### src/rtl/four_to_one_rr_arbiter_pkg.sv
// Shared types and constants for the four-channel round-robin arbiter.
package four_to_one_rr_arbiter_pkg;

  localparam int NUM_CH = 4;

  typedef logic [1:0] ch_idx_t;

  typedef enum logic {
    IDLE = 1'b0,
    HOLD = 1'b1
  } state_t;

  function automatic logic [NUM_CH-1:0] ch_onehot(ch_idx_t idx);
    logic [NUM_CH-1:0] oh;
    oh      = '0;
    oh[idx] = 1'b1;
    return oh;
  endfunction

endpackage

### src/rtl/four_to_one_rr_arbiter_if.sv
// Request/data/handshake bundle between requesters and the arbiter.
interface four_to_one_rr_arbiter_if
  import four_to_one_rr_arbiter_pkg::*;
#(
  parameter int W = 1
);

  logic [NUM_CH-1:0] req;
  logic [W-1:0]      a;
  logic [W-1:0]      b;
  logic [W-1:0]      c;
  logic [W-1:0]      d;
  logic              ready;
  ch_idx_t           s;
  logic [W-1:0]      y;
  logic              valid;
  logic [NUM_CH-1:0] gnt;

  modport master (
    output req, a, b, c, d, ready,
    input  s, y, valid, gnt
  );

  modport slave (
    input  req, a, b, c, d, ready,
    output s, y, valid, gnt
  );

endinterface

### src/rtl/rr_next_pick.sv
// Combinational round-robin pick: first set req bit searching from last+1 around to last.
module rr_next_pick
  import four_to_one_rr_arbiter_pkg::*;
(
  input  logic [NUM_CH-1:0] req,
  input  ch_idx_t           last,
  output ch_idx_t           pick,
  output logic              any
);

  // Walk the search order backwards so the closest candidate to last+1 wins.
  always_comb begin
    pick = last;
    for (int k = NUM_CH; k >= 1; k--) begin
      if (req[last + ch_idx_t'(k)]) pick = last + ch_idx_t'(k);
    end
  end

  assign any = |req;

endmodule

### src/rtl/four_to_one_rr_arbiter.sv
// Four-input round-robin arbiter with registered select/data and ready backpressure.
//   state | meaning
//   IDLE  | no transfer held, valid=0, waiting for any request
//   HOLD  | s/y hold a granted transfer until ready accepts it
module four_to_one_rr_arbiter
  import four_to_one_rr_arbiter_pkg::*;
#(
  parameter int W = 1
)(
  input  logic                      clk,
  input  logic                      rst_n,
  four_to_one_rr_arbiter_if.slave   bus
);

  state_t            state;
  state_t            state_next;
  ch_idx_t           s_q;
  ch_idx_t           s_next;
  ch_idx_t           last;
  ch_idx_t           last_next;
  ch_idx_t           pick;
  logic [W-1:0]      y_q;
  logic [W-1:0]      y_next;
  logic [W-1:0]      y_pick;
  logic [NUM_CH-1:0] gnt;
  logic              any;
  logic              accept;
  logic              load;

  rr_next_pick u_pick (
    .req  (bus.req),
    .last (last_next),
    .pick (pick),
    .any  (any)
  );

  always_ff @(posedge clk) begin
    if (!rst_n) begin
      state <= IDLE;
      s_q   <= '0;
      y_q   <= '0;
      last  <= 2'd3;
    end else begin
      state <= state_next;
      s_q   <= s_next;
      y_q   <= y_next;
      last  <= last_next;
    end
  end

  always_comb begin
    state_next = state;
    case (state)
      IDLE:    if (any) state_next = HOLD;
      HOLD:    if (bus.ready && !any) state_next = IDLE;
      default: state_next = IDLE;
    endcase
  end

  always_comb begin
    case (pick)
      2'd0:    y_pick = bus.a;
      2'd1:    y_pick = bus.b;
      2'd2:    y_pick = bus.c;
      default: y_pick = bus.d;
    endcase
  end

  // The pick in an accept cycle must already see the channel being accepted as last.
  always_comb begin
    accept    = (state == HOLD) && bus.ready;
    last_next = accept ? s_q : last;
    load      = any && ((state == IDLE) || accept);
    s_next    = load ? pick : s_q;
    y_next    = load ? y_pick : y_q;
    gnt       = (accept && rst_n) ? ch_onehot(s_q) : '0;
  end

  assign bus.s     = s_q;
  assign bus.y     = y_q;
  assign bus.valid = (state == HOLD);
  assign bus.gnt   = gnt;

endmodule

### src/flat_wrapper.sv
// flat-port wrapper written by rule: the top's interface ports become plain ports
module four_to_one_rr_arbiter_flat import four_to_one_rr_arbiter_pkg::*;
#(
  parameter int W = 1
)
  (clk, rst_n, bus_req, bus_a, bus_b, bus_c, bus_d, bus_ready, bus_s, bus_y, bus_valid, bus_gnt);
  four_to_one_rr_arbiter_if #(.W(W)) bus_i ();
  input  logic clk;
  input  logic rst_n;
  input wire logic [$bits(bus_i.req)-1:0] bus_req;
  input wire logic [$bits(bus_i.a)-1:0] bus_a;
  input wire logic [$bits(bus_i.b)-1:0] bus_b;
  input wire logic [$bits(bus_i.c)-1:0] bus_c;
  input wire logic [$bits(bus_i.d)-1:0] bus_d;
  input wire logic [$bits(bus_i.ready)-1:0] bus_ready;
  output wire logic [$bits(bus_i.s)-1:0] bus_s;
  output wire logic [$bits(bus_i.y)-1:0] bus_y;
  output wire logic [$bits(bus_i.valid)-1:0] bus_valid;
  output wire logic [$bits(bus_i.gnt)-1:0] bus_gnt;
  assign bus_i.req = bus_req;
  assign bus_i.a = bus_a;
  assign bus_i.b = bus_b;
  assign bus_i.c = bus_c;
  assign bus_i.d = bus_d;
  assign bus_i.ready = bus_ready;
  assign bus_s = bus_i.s;
  assign bus_y = bus_i.y;
  assign bus_valid = bus_i.valid;
  assign bus_gnt = bus_i.gnt;
  four_to_one_rr_arbiter #(.W(W)) u_core (.clk(clk), .rst_n(rst_n), .bus(bus_i));
endmodule
### config.mk
export PLATFORM = sky130hd
export DESIGN_NAME = four_to_one_rr_arbiter_flat
export DESIGN_NICKNAME = d
export VERILOG_FILES = /design/src/rtl/four_to_one_rr_arbiter_pkg.sv /design/src/rtl/four_to_one_rr_arbiter_if.sv /design/src/rtl/rr_next_pick.sv /design/src/rtl/four_to_one_rr_arbiter.sv /design/src/flat_wrapper.sv
export SDC_FILE = /design/constraint.sdc
export NUM_CORES = 1
export LEC_CHECK = 0
export CORE_AREA = 4 4 41 43
export DETAILED_ROUTE_END_ITERATION = 6
export DIE_AREA = 0 0 45 47
export GPL_TIMING_DRIVEN = 1
export PLACE_DENSITY = 0.78
export SETUP_SLACK_MARGIN = 0.05
export SYNTH_ARGS = -nofsm -noshare
export SYNTH_HDL_FRONTEND = slang
export SYNTH_SLANG_ARGS = --single-unit
### constraint.sdc
create_clock -name clk -period 2.7 [get_ports clk]
set_clock_uncertainty 0.05 [all_clocks]
set_input_delay 0.54 -clock clk [delete_from_list [all_inputs] [get_ports clk]]
set_output_delay 0.54 -clock clk [all_outputs]
set_load 0.01 [all_outputs]
; After elaboration in Yosys (flattened, before gate mapping)
; Index checks and enable logic that the tools add are counted.
[word_totals]
in_bits = 11
ram_bits = 0
memories = 0
reg_bits = 6
mem_bits_ro = 0
wordCells = 41
latch_bits = 0
[classes]
reduce_logical = 9
mul = 0
shifts = 0
bitwise_logic = 1
n_eq_ne = 2
add_sub_neg = 3
muxes = 17
magnitude_cmp = 5
n_div = 0
[ops]
columns = cell, count
row1 = 2-bit by 3-bit < comparator with 1-bit output (second input constant), 4
row2 = 2-bit two-way mux, 4
row3 = 1-bit binary-select mux with 2-bit select, 3
row4 = 1-bit two-way mux, 6
row5 = 1-bit logical AND, 5
row6 = 2-bit adder (second input constant), 2
row7 = 4-bit two-way mux, 1
row8 = 4-bit OR reduction, 1
row9 = 1-bit one-hot mux with 3 select lines, 1
row10 = 2-bit by 1-bit adder with 2-bit output (second input constant), 1
row11 = 1-bit demux with 2-bit select, 1
row12 = 2-bit by 1-bit == test with 1-bit output (second input constant), 1
row13 = 2-bit == test (second input constant), 1
row14 = 2-bit by 1-bit >= comparator with 1-bit output (second input constant), 1
row15 = 2-bit logical NOT, 1
row16 = 1-bit one-hot mux with 2 select lines, 1
row17 = 1-bit logical NOT, 1
row18 = 1-bit logical OR, 1
row19 = 1-bit inverter, 1

; Longest topological paths before layout
[depth]
ltp_word = 10
mapped_depth = 6
depth_no_buf = 6

; Hierarchy
; From an unflattened synthesis, not the netlist that was laid out.
[hier_totals]
cells_unflattened = 47
area_unflattened_um2 = 385.4
[modules_own_cells]
columns = mod, n_inst, area_per_inst_um2, seq_area_each_um2, cells_per_inst
row1 = four_to_one_rr_arbiter, 1, 302.8, 120.1, 33
row2 = rr_next_pick, 1, 82.6, 0.0, 14

; Worst setup path before layout
; OpenSTA, ideal clock, no wires.
[synth_path]
path_kind = input to register
start = input bus_ready
end = register u_core.y_q, in the netlist u_core.bus.y
path_buffers = 0
slack_ns = 0.781
t_required_ns = 2.524
cell_stages = 6
arrival_ns = 1.743
cell_sequence = a21bo_1 and2_4 and3b_4 a2111oi_4 mux2i_1 o221ai_2
[synth_between]
elab_chain_len = 10
[synth_rtl]
columns = element, line_no
row1 = from (decl), flat_wrapper.sv:15  ; input wire logic [$bits(bus_i.ready)-1:0] bus_ready;
row2 = 1-bit logical AND (*), four_to_one_rr_arbiter.sv:71  ; accept = (state == HOLD) && bus.ready;
row3 = 2-bit two-way mux, four_to_one_rr_arbiter.sv:72  ; last_next = accept ? s_q : last;
row4 = 2-bit adder, rr_next_pick.sv:15  ; if (req[last + ch_idx_t'(k)]) pick = last + ch_idx_t'(k);
row5 = 1-bit binary-select mux with 2-bit select, rr_next_pick.sv:15
row6 = 1-bit two-way mux (not written as such), rr_next_pick.sv:15
row7 = 2-bit two-way mux (3 in a row), rr_next_pick.sv:15
row8 = 2-bit == test (tied with other cells), four_to_one_rr_arbiter.sv:61  ; case (pick)
row9 = 1-bit one-hot mux with 3 select lines, four_to_one_rr_arbiter.sv:61
row10 = to (signal assigned), four_to_one_rr_arbiter.sv:46  ; y_q <= y_next;
row11 = to (decl), four_to_one_rr_arbiter.sv:22  ; logic [W-1:0] y_q;
; Every way passes the cells marked *; elsewhere a longest branch is shown, timed or not. The select of a mux whose other input is x is not followed.
; A chain may end at the register's enable or synchronous reset.

; Worst setup path after layout
[layout_path]
start = input bus_ready
end = output bus_gnt[3]
[layout_between]
elab_chain_len = 3
[layout_rtl]
columns = element, line_no
row1 = 1-bit logical AND, four_to_one_rr_arbiter.sv:71
row2 = 1-bit logical AND, four_to_one_rr_arbiter.sv:76  ; gnt = (accept && rst_n) ? ch_onehot(s_q) : '0;
row3 = 4-bit two-way mux, four_to_one_rr_arbiter.sv:76
row4 = to (decl), flat_wrapper.sv:19  ; output wire logic [$bits(bus_i.gnt)-1:0] bus_gnt;
; No other way between the ends.

==> results.sh <==
export IMPL_status="complete, no violations"
export IMPL_ys_warn_count=0
export IMPL_crit_top_cell="clkdlybuf4s50_1"
export IMPL_critPathKind="in -> out"
export IMPL_num_antenna_cells=0
export IMPL_cp_slowest_cell="clkdlybuf4s50_1"
export IMPL_dp_final_hpwl_um=908
export IMPL_synth_fp_nets=67
export IMPL_cts_sinks=6
export IMPL_setup_viol=0
export IMPL_synth_fa_ha_area_share_pct=0
export IMPL_grt_overflow_total=0
export IMPL_synth_seq_cells=6
export IMPL_core_area_um2=1300
export IMPL_dieArea_um2=2120
export IMPL_htree_levels=1
export IMPL_holdCritStartpoint="u_core.bus.y$_SDFFE_PN0P_"
export IMPL_synth_flop_cell="dfxtp_1"
export IMPL_synthXorXnorAreaFrac_pct=0
export IMPL_synth_async_reset_ratio_pct=0
export IMPL_clkTransAtPathRegs_ns=0.05
export IMPL_synth_compound_area_share_pct=22.4
export IMPL_cp_end_kind="primary output"
export IMPL_die_h_um=47
export IMPL_gp_congestion=0.758
export IMPL_portBuffers=18
export IMPL_cp_max_fo=4
export IMPL_numCtsBuffers=3
export IMPL_worst_slew_pin_slew_ns=0.387
export IMPL_power_density_nw_per_um2=421
export IMPL_cts_hold_buf=0
export IMPL_final_antenna_net_count=0
export IMPL_arrival_ns=1.97
export IMPL_area_delta_synth_final_pct=49.0
export IMPL_synth_top_area_share_pct=25.0
export IMPL_placed_cell_area_um2=691
export IMPL_synth_mux_area_share_pct=11.2
export IMPL_grt_max_degree=9
export IMPL_ys_top_cells_by_count="nand2_1, dfxtp_1, mux2i_1, nor2_1, nand3_1"
export IMPL_initial_core_util_pct=36.9
export IMPL_worstSetupStartpointType="input pin"
export IMPL_finalSetupTns_ns=0
export IMPL_slew_headroom_pct=74.1
export IMPL_fmax_mhz=391
export IMPL_synth_edf_count=0
export IMPL_p_leak_nw=0.305
export IMPL_grt_pass1_wl_um=2010
export IMPL_firstDrtPassIters=5
export IMPL_hold_viol=0
export IMPL_period_needed_ns=2.56
export IMPL_yosysUniqueCellTypes=32
export IMPL_timing_final_crit_share_pct=94.7
export IMPL_antenna_found_initial=0
export IMPL_critPathTopFamily="buffers and inverters"
export IMPL_nets=91
export IMPL_holdCritPathClass="reg -> reg"
export IMPL_drt_initial_drc_count=3
export IMPL_synth_top_family_by_area="simple AND/OR/NAND/NOR gates"
export IMPL_rows=13
export IMPL_vias=487
export IMPL_fin_area_um2=716
export IMPL_synth_simple_area_share_pct=39.8
export IMPL_track_usage_pct=12.8
export IMPL_cpPeakStageDelay_ns=0.55
export IMPL_rr_startpoint="u_core.bus.s[1]$_SDFFE_PN0P_"
export IMPL_io_pins=19
export IMPL_post_cts_setup_buffer_count=0
export IMPL_cts_root_buf="clkbuf_4"
export IMPL_finalWirelength_um=1120
export IMPL_seq_area_frac_synth_pct=25.0
export IMPL_synthCells=56
export IMPL_startpoint="bus_ready"
export IMPL_cts_tree="yes"
export IMPL_routedWlPerCell_um=12.0
export IMPL_drc=0
export IMPL_avgSynthCellArea_um2=8.58
export IMPL_via_per_inst=5.24
export IMPL_synth_area_leaders="dfxtp_1, mux2i_1, nand2_1"
export IMPL_path_buf_inv=2
export IMPL_n_fill_cell=122
export IMPL_yosysTopAreaCell="dfxtp_1"
export IMPL_clk_latency_ns=0.24
export IMPL_clk_path_buf_depth=2
export IMPL_netlist_area_um2=480
export IMPL_drv_slew=0
export IMPL_drive_gt1_share_pct=19.2
export IMPL_critical_path_cell_chain="clkdlybuf4s50_1, and2_2, nand3_1, nor2_1, clkdlybuf4s50_1"
export IMPL_peakVddDrop_mv=0.303
export IMPL_synth_most_common_cell="nand2_1"
export IMPL_rsz0062_at_grt="false"
export IMPL_die_width_um=45
export IMPL_crit_required_ns=2.11
export IMPL_grt_pass1_vias=473
export IMPL_drv_cap=0
export IMPL_fin_util_pct=55.0
-- through the flow --
stage	cells	hold WS [ns]	power (W)	setup WS, ns
global route	93	0.510	0.000321	0.0530
finish	93	0.471	0.000301	0.144
floorplan	56	0.460	0.000175	0.781
CTS	93	0.478	0.000305	0.117
global placement	90	0.453	0.000221	0.135
detailed placement	90	0.469	0.000222	0.107
-- path summary, 6_finish.rpt --
path / endpoint / slack, ns / cells after the start
hold / removal: u_core.bus.y$_SDFFE_PN0P_ / 0.47 / 2
setup reg to reg: u_core.bus.y$_SDFFE_PN0P_ / 0.80 / 6
setup / recovery: bus_gnt[3] / 0.14 / 5
hold reg to reg: u_core.bus.y$_SDFFE_PN0P_ / 0.47 / 2
-- final cells by class --
type	count	area [um2]	area share [%]
Clock buffer	3	22.5	3.15
Inverter	1	3.75	0.524
Multi-Input combinational cell	48	353	49.3
Sequential cell	6	120	16.8
Tap cell	15	18.8	2.62
Timing Repair Buffer	20	198	27.6
-- worst register-to-register path: stages, from the launching register on --
cell and delay (ns):
dfxtp_1 0.47, nand3_1 0.14, and2_4 0.17, and3b_4 0.19, a2111oi_4 0.36, mux2i_1 0.28, o221ai_2 0.13
-- report_power, final --
| part | internal, W | switching (W) | total (W) | leakage, nW |
|---|---|---|---|---|
| combinational | 0.0000628 | 0.0000476 | 0.000110 | 0.241 |
| sequential | 0.0000981 | 0.0000116 | 0.000110 | 0.0499 |
| clock | 0.0000502 | 0.0000311 | 0.0000813 | 0.0138 |
| total | 0.000211 | 0.0000903 | 0.000301 | 0.305 |
-- kinds of logic (layout without fill, tap and decap cells) --
group | count (synthesis) | count (layout)
AO/OA/AOI/OAI | 10 | 10
AND/OR/NAND/NOR | 33 | 33
multiplexers | 5 | 5
flip-flops | 6 | 6
buffers and inverters | 2 | 24
-- cell usage in the layout, fill, tap and decap left out, types with 2 or more instances in the layout --
cell and n:
buf_4 2, clkdlybuf4s50_1 17, nand4_1 2, clkbuf_4 3
nand2b_1 2, nand3_1 3, nor2b_1 2, nor2_1 4
or2b_1 2, dfxtp_1 6, nand2_1 8, mux2i_1 4
-- registers in the layout (all words and copies together), names as in the netlist --
register / flops
u_core.bus.y: 1
u_core.last: 2
u_core.bus.s: 2
u_core.bus.valid: 1
-- metal layers --
| metal | wire, um | track usage (%) |
|---|---|---|
| met5 | 0 | 0 |
| met4 | 0 | 3.51 |
| met3 | 103 | 3.83 |
| met2 | 465 | 18.4 |
| met1 | 548 | 18.6 |
-- repair_timing --
| item | in CTS | in global routing |
|---|---|---|
| hold endpoints to repair | 0 | 0 |
| resized for setup | 0 | 1 |
| endpoints found under the setup margin | 0 | 1 |
Note: power is estimated with default switching activity, not from simulation.
